$ cat src/rtl/wb_arbiter_if.sv
// wb_arbiter_if: unit completion requests in, arbitrated register-file writeback out.
interface wb_arbiter_if #(
    parameter int NUM_FU = 4,
    parameter int REG_W  = 5,
    parameter int DATA_W = 32,
    parameter int CNT_W  = 16
);
    localparam int FU_W = (NUM_FU > 1) ? $clog2(NUM_FU) : 1;
    logic [NUM_FU-1:0]        fu_valid;
    logic [NUM_FU*REG_W-1:0]  fu_rd;
    logic [NUM_FU*DATA_W-1:0] fu_data;
    logic [NUM_FU-1:0]        fu_ready;
    logic                     freeze;
    logic                     flush;
    logic                     wb_valid;
    logic                     wb_wen;
    logic [REG_W-1:0]         wb_rd;
    logic [DATA_W-1:0]        wb_data;
    logic [FU_W-1:0]          wb_fu;
    logic                     rst_clr;
    logic [CNT_W-1:0]         conflicts;
    modport slave (
        input  fu_valid, fu_rd, fu_data, freeze, flush,
        output fu_ready, wb_valid, wb_wen, wb_rd, wb_data, wb_fu, rst_clr, conflicts
    );
    modport master (
        output fu_valid, fu_rd, fu_data, freeze, flush,
        input  fu_ready, wb_valid, wb_wen, wb_rd, wb_data, wb_fu, rst_clr, conflicts
    );
endinterface

$ cat src/rtl/wb_arbiter.sv
// wb_arbiter: round-robin pick of one completing unit per cycle onto the register-file write port.
module wb_arbiter #(
    parameter int NUM_FU = 4,
    parameter int REG_W  = 5,
    parameter int DATA_W = 32,
    parameter int CNT_W  = 16
) (
    input logic        CLK,
    input logic        RST,
    wb_arbiter_if.slave bus
);
    localparam int FU_W = (NUM_FU > 1) ? $clog2(NUM_FU) : 1;
    logic [FU_W-1:0]   ptr;
    logic [FU_W-1:0]   gnt_idx;
    logic [FU_W-1:0]   idx;
    logic              gnt_any;
    logic              accept;
    logic              hs;
    logic              multi;
    logic              wb_valid_q;
    logic [REG_W-1:0]  wb_rd_q;
    logic [DATA_W-1:0] wb_data_q;
    logic [FU_W-1:0]   wb_fu_q;
    logic [CNT_W-1:0]  conflicts_q;
    assign accept = ~bus.flush & (~bus.freeze | ~wb_valid_q);
    assign hs     = gnt_any & accept;
    assign multi  = |(bus.fu_valid & (bus.fu_valid - 1'b1));
    // Scan backwards so the unit closest to ptr is the last (winning) assignment.
    always_comb begin
        gnt_any = 1'b0;
        gnt_idx = '0;
        idx     = '0;
        for (int k = NUM_FU - 1; k >= 0; k--) begin
            idx = FU_W'((int'(ptr) + k) % NUM_FU);
            if (bus.fu_valid[idx]) begin
                gnt_any = 1'b1;
                gnt_idx = idx;
            end
        end
    end
    always_ff @(posedge CLK) begin
        if (RST) begin
            wb_valid_q  <= 1'b0;
            wb_rd_q     <= '0;
            wb_data_q   <= '0;
            wb_fu_q     <= '0;
            ptr         <= '0;
            conflicts_q <= '0;
        end else begin
            if (hs) begin
                wb_valid_q <= 1'b1;
                wb_rd_q    <= bus.fu_rd[gnt_idx*REG_W +: REG_W];
                wb_data_q  <= bus.fu_data[gnt_idx*DATA_W +: DATA_W];
                wb_fu_q    <= gnt_idx;
                ptr        <= (gnt_idx == FU_W'(NUM_FU - 1)) ? '0 : gnt_idx + 1'b1;
            end else if (~(bus.freeze & wb_valid_q & ~bus.flush)) begin
                wb_valid_q <= 1'b0;
            end
            if (multi & ~&conflicts_q) conflicts_q <= conflicts_q + 1'b1;
        end
    end
    assign bus.fu_ready  = hs ? NUM_FU'(1) << gnt_idx : '0;
    assign bus.wb_valid  = wb_valid_q;
    assign bus.wb_rd     = wb_rd_q;
    assign bus.wb_data   = wb_data_q;
    assign bus.wb_fu     = wb_fu_q;
    assign bus.wb_wen    = wb_valid_q & |wb_rd_q;
    assign bus.rst_clr   = wb_valid_q & |wb_rd_q;
    assign bus.conflicts = conflicts_q;
endmodule

$ cat src/flat_wrapper.sv
// flat-port wrapper written by rule: the top's interface ports become plain ports
module wb_arbiter_flat 
#(
    parameter int NUM_FU = 4,
    parameter int REG_W  = 5,
    parameter int DATA_W = 32,
    parameter int CNT_W  = 16
)
  (CLK, RST, bus_fu_valid, bus_fu_rd, bus_fu_data, bus_freeze, bus_flush, bus_fu_ready, bus_wb_valid, bus_wb_wen, bus_wb_rd, bus_wb_data, bus_wb_fu, bus_rst_clr, bus_conflicts);
  wb_arbiter_if #(.NUM_FU(NUM_FU), .REG_W(REG_W), .DATA_W(DATA_W), .CNT_W(CNT_W)) bus_i ();
  input logic CLK;
  input logic RST;
  input wire logic [$bits(bus_i.fu_valid)-1:0] bus_fu_valid;
  input wire logic [$bits(bus_i.fu_rd)-1:0] bus_fu_rd;
  input wire logic [$bits(bus_i.fu_data)-1:0] bus_fu_data;
  input wire logic [$bits(bus_i.freeze)-1:0] bus_freeze;
  input wire logic [$bits(bus_i.flush)-1:0] bus_flush;
  output wire logic [$bits(bus_i.fu_ready)-1:0] bus_fu_ready;
  output wire logic [$bits(bus_i.wb_valid)-1:0] bus_wb_valid;
  output wire logic [$bits(bus_i.wb_wen)-1:0] bus_wb_wen;
  output wire logic [$bits(bus_i.wb_rd)-1:0] bus_wb_rd;
  output wire logic [$bits(bus_i.wb_data)-1:0] bus_wb_data;
  output wire logic [$bits(bus_i.wb_fu)-1:0] bus_wb_fu;
  output wire logic [$bits(bus_i.rst_clr)-1:0] bus_rst_clr;
  output wire logic [$bits(bus_i.conflicts)-1:0] bus_conflicts;
  assign bus_i.fu_valid = bus_fu_valid;
  assign bus_i.fu_rd = bus_fu_rd;
  assign bus_i.fu_data = bus_fu_data;
  assign bus_i.freeze = bus_freeze;
  assign bus_i.flush = bus_flush;
  assign bus_fu_ready = bus_i.fu_ready;
  assign bus_wb_valid = bus_i.wb_valid;
  assign bus_wb_wen = bus_i.wb_wen;
  assign bus_wb_rd = bus_i.wb_rd;
  assign bus_wb_data = bus_i.wb_data;
  assign bus_wb_fu = bus_i.wb_fu;
  assign bus_rst_clr = bus_i.rst_clr;
  assign bus_conflicts = bus_i.conflicts;
  wb_arbiter #(.NUM_FU(NUM_FU), .REG_W(REG_W), .DATA_W(DATA_W), .CNT_W(CNT_W)) u_core (.CLK(CLK), .RST(RST), .bus(bus_i));
endmodule
$ cat config.mk
export PLATFORM = sky130hd
export DESIGN_NAME = wb_arbiter_flat
export DESIGN_NICKNAME = d
export VERILOG_FILES = /design/src/rtl/wb_arbiter_if.sv /design/src/rtl/wb_arbiter.sv /design/src/flat_wrapper.sv
export SDC_FILE = /design/constraint.sdc
export NUM_CORES = 1
export LEC_CHECK = 0
export BUFFER_PORTS_ARGS = -buffer_cell sky130_fd_sc_hd__buf_2
export CAP_MARGIN = 25
export CORE_ASPECT_RATIO = 0.6
export CORE_MARGIN = 2
export CORE_UTILIZATION = 39
export DETAILED_ROUTE_END_ITERATION = 10
export GPL_ROUTABILITY_DRIVEN = 0
export PLACE_DENSITY = 0.8
export REMOVE_ABC_BUFFERS = 1
export SLEW_MARGIN = 20
export SYNTH_ARGS = -nofsm -noshare
export SYNTH_HDL_FRONTEND = slang
export SYNTH_SLANG_ARGS = --single-unit
$ cat constraint.sdc
create_clock -name CLK -period 1.5 [get_ports CLK]
set_input_delay 0.15 -clock CLK [delete_from_list [all_inputs] [get_ports CLK]]
set_output_delay 0.15 -clock CLK [all_outputs]
set_load 0.01 [all_outputs]
==> impl_metrics.tcl <==
set metrics [dict create \
    violations "negative setup slack" \
    die_x_um 136.9 \
    met2_usage_pct 47.36 \
    place_inst 825 \
    drive_gt1_share_pct 61.22 \
    max_freq_mhz 534.8 \
    initial_utilization_pct 39.54 \
    cts.clk_slew.worst_paths_ns 0.05 \
    top_usage_layer "met2" \
    ios 218 \
    synthCells 452 \
    end_kind "flip-flop" \
    cp.required_ns 1.71 \
    synth.distinct_cells 63 \
    ys.flop_type "dfxtp_1" \
    setup_slack_ns -0.3700 \
    multi_input_area_um2 3029 \
    die-area_um2 11460 \
    reg2reg_slack_ns -0.37 \
    fin_crit_sh_pct 124.7 \
    cts_root_buf "clkbuf_16" \
    viasPerCell 5.955 \
    core_um2 10450 \
    instances_no_fill 861 \
    r2r_start "u_core.ptr[1]$_SDFFE_PP0P_" \
    synth_area_per_cell_um2 9.140 \
    ant_nets 0 \
    row_count 29 \
    ff2ff_path_depth 8 \
    post-route-drc-count 0 \
    drtIter0Drc 388 \
    ir_worst_vdd_v 0.0006077 \
    place_ws_ns -0.3103 \
    start_kind "flip-flop" \
    finish.net_count 874 \
    cp.arrival_ns 2.08 \
    register_area_um2 1191 \
    antenna_found_initial 0 \
    ys_seq_area_share_pct 28.10 \
    worstMarginPinSlew_ns 0.4271 \
    async_reset_ff_share_pct 0 \
    grt_pass1_wl_mm 24.96 \
    cts_hold_buf 0 \
    grt_max_degree 38 \
    post_drt_wl_per_cell_um 20.38 \
    vias 5127 \
    grt.total_usage_pct 28.06 \
    gr-total-overflow 0 \
    worstHoldEndpoint "u_core.bus.wb_data[30]$_SDFFE_PP0P_" \
    hold_start "bus_fu_data[30]" \
    max_stage_delay_ns 0.35 \
    relSlewSlack_pct 71.16 \
    clock_sinks 58 \
    finalClockSkew_ns 0.003707 \
    ys_ff_latch 58 \
    maxCapViolations 0 \
    power_density_nw_per_um2 896.0 \
    port_buffers 217 \
    fp.dieH_um 83.73 \
    setup_viol 48 \
    grt_pass1_vias 4845 \
    path_cells "buf_6 -> nand2_1 -> nor2_4 -> nor3_4 -> buf_4 -> bufbuf_16 -> mux2i_1 -> o211ai_2" \
    use_met1_pct 35.62 \
    numCtsBuffers 9 \
    hold_depth 3 \
    wirelength_mm 17.55 \
    min_path_type "primary input to flip-flop" \
    clkLatencyLatePin_ns 0.33 \
    cts_tree "built" \
    slew_violations 0 \
    crit_start "u_core.ptr[1]$_SDFFE_PP0P_" \
    rsz0062_at_grt "yes" \
    syn-cell-area_um2 4131 \
    path_max_fanout 12 \
    tns_ns -13.17 \
    synth_edf_count 0 \
    leakagePower_nw 3.055 \
    status "finished, violations left" \
    hpwlAfterDp_mm 11.65 \
    syn2layout_area_growth_pct 63.87 \
    hold_viol_final 0 \
    h-tree-depth 3 \
    fin_crit_ns 1.870 \
    r2r_end "u_core.bus.wb_data[16]$_SDFFE_PP0P_" \
    fill_cells 819 \
    crit_path_top_delay_cell "dfxtp_4" \
    first_pass_iters 5 \
    yosysWarnings 0 \
    hold_ws_ns 0.1146 \
    cts_buffer_depth 2 \
    path_class "flip-flop to flip-flop" \
    diodes 0 \
    power_mw 6.066 \
    met3_usage_pct 6.861 \
]
placed cells by master, fill, tap and decap left out, types with 3 or more instances in the layout:
cell | synthesis | final
buf_2 | 19 | 217
nor2_1 | 25 | 19
mux2i_2 | 0 | 12
mux2i_4 | 0 | 12
o31ai_1 | 37 | 37
dfxtp_2 | 0 | 12
mux2i_1 | 40 | 16
o211ai_2 | 30 | 30
nor2_4 | 1 | 5
nand3_1 | 6 | 4
clkbuf_16 | 0 | 11
a211o_1 | 37 | 37
a21oi_2 | 1 | 3
xor2_1 | 3 | 3
inv_1 | 4 | 3
dfxtp_1 | 58 | 42
buf_6 | 7 | 8
clkinv_2 | 0 | 4
buf_12 | 0 | 11
buf_4 | 9 | 63
xnor2_1 | 6 | 5
o211ai_1 | 7 | 7
nand4_1 | 39 | 39
dfxtp_4 | 0 | 4
nand2_1 | 48 | 46
sequential cells by signal, summed over array words and instances (netlist names):
register and cells:
u_core.bus.wb_data 32, u_core.bus.conflicts 16, u_core.bus.wb_rd 5, u_core.bus.wb_fu 2
u_core.ptr 2, u_core.bus.wb_valid 1
kinds of logic after synthesis:
family,after synthesis,synth area share (%)
and+or+nand+nor,146,18.84
AOI/OAI and AO/OA,139,31.04
DFF,58,28.10
buffers and inverters,55,9.085
muxes,42,10.24
xor gates and xnor gates,9,1.908
adders and majority gates,3,0.7874
per-layer routing:
metal  vias to the layer above  share of wire (%)
met5                         -                  0
met4                         0                1.5
met3                        30                 10
met2                       349                 48
met1                      2463                 40
li1                       2285                  -
cells in the mapped netlist, drive strengths merged (3+ instances only):
| master | instances | share of area, % |
|---|---|---|
| o211ai | 37 | 10 |
| o31ai | 37 | 6.7 |
| or3 | 3 | 0.45 |
| nor3 | 4 | 0.88 |
| or2 | 3 | 0.51 |
| mux2i | 40 | 9.7 |
| nand4 | 40 | 6.2 |
| nor2 | 26 | 2.5 |
| dfxtp | 58 | 28 |
| a211oi | 3 | 0.55 |
| xor2 | 3 | 0.64 |
| a21oi | 7 | 0.94 |
| inv | 4 | 0.36 |
| a211o | 37 | 7.8 |
| buf | 39 | 7.3 |
| nand2 | 48 | 4.4 |
| nand3 | 7 | 0.97 |
| xnor2 | 6 | 1.3 |
| clkbuf | 12 | 1.4 |
report_power, final:
part / internal, mW / switching, mW
Clock: 1.49 / 0.763
Combinational: 1.01 / 1.04
Sequential: 1.68 / 0.0881
per-stage QoR:
stage / utilization [%] / area (um^2)
global route: 64.79 / 6770
detailed placement: 54.63 / 5709
CTS: 61.21 / 6396
global placement: 54.63 / 5709
floorplan: - / 3771
finish: 64.79 / 6770
what timing repair did:
action                     4_1_cts  5_1_grt
gates resized for setup         55       56
buffers inserted                11        8
setup endpoints to repair       59       58
gates cloned                     3        2
pin swaps                       16       18
worst max-delay path: cells and delay by family (launching register included):
family,cells,cell delay [ns]
buffers and inverters,3,0.61
AND/OR/NAND/NOR,3,0.43
flip-flops,1,0.35
multiplexers,1,0.26
AO/OA/AOI/OAI,1,0.09
layout make-up:
class                      instances  area share, %
clock inverter                     6          1.183
timing repair buffer             305          30.12
tap                              139          2.569
clock buffer                      10          3.530
multi-input combinational        339          44.74
sequential                        58          17.59
inverter                           4         0.2587
worst max-delay path by stage:
stage          slack (ns)                                  end  depth (start not counted)
2_1_floorplan       -1.67                      bus_fu_ready[1]                          5
3_3_place_gp        -0.17  u_core.bus.wb_data[14]$_SDFFE_PP0P_                          7
3_5_place_dp        -0.31   u_core.bus.wb_data[1]$_SDFFE_PP0P_                          6
4_1_cts             -0.38                      bus_fu_ready[2]                          8
5_1_grt             -0.43  u_core.bus.wb_data[13]$_SDFFE_PP0P_                          7
6_report            -0.37  u_core.bus.wb_data[16]$_SDFFE_PP0P_                          8
No activity file was read; power rests on OpenSTA's default activity.
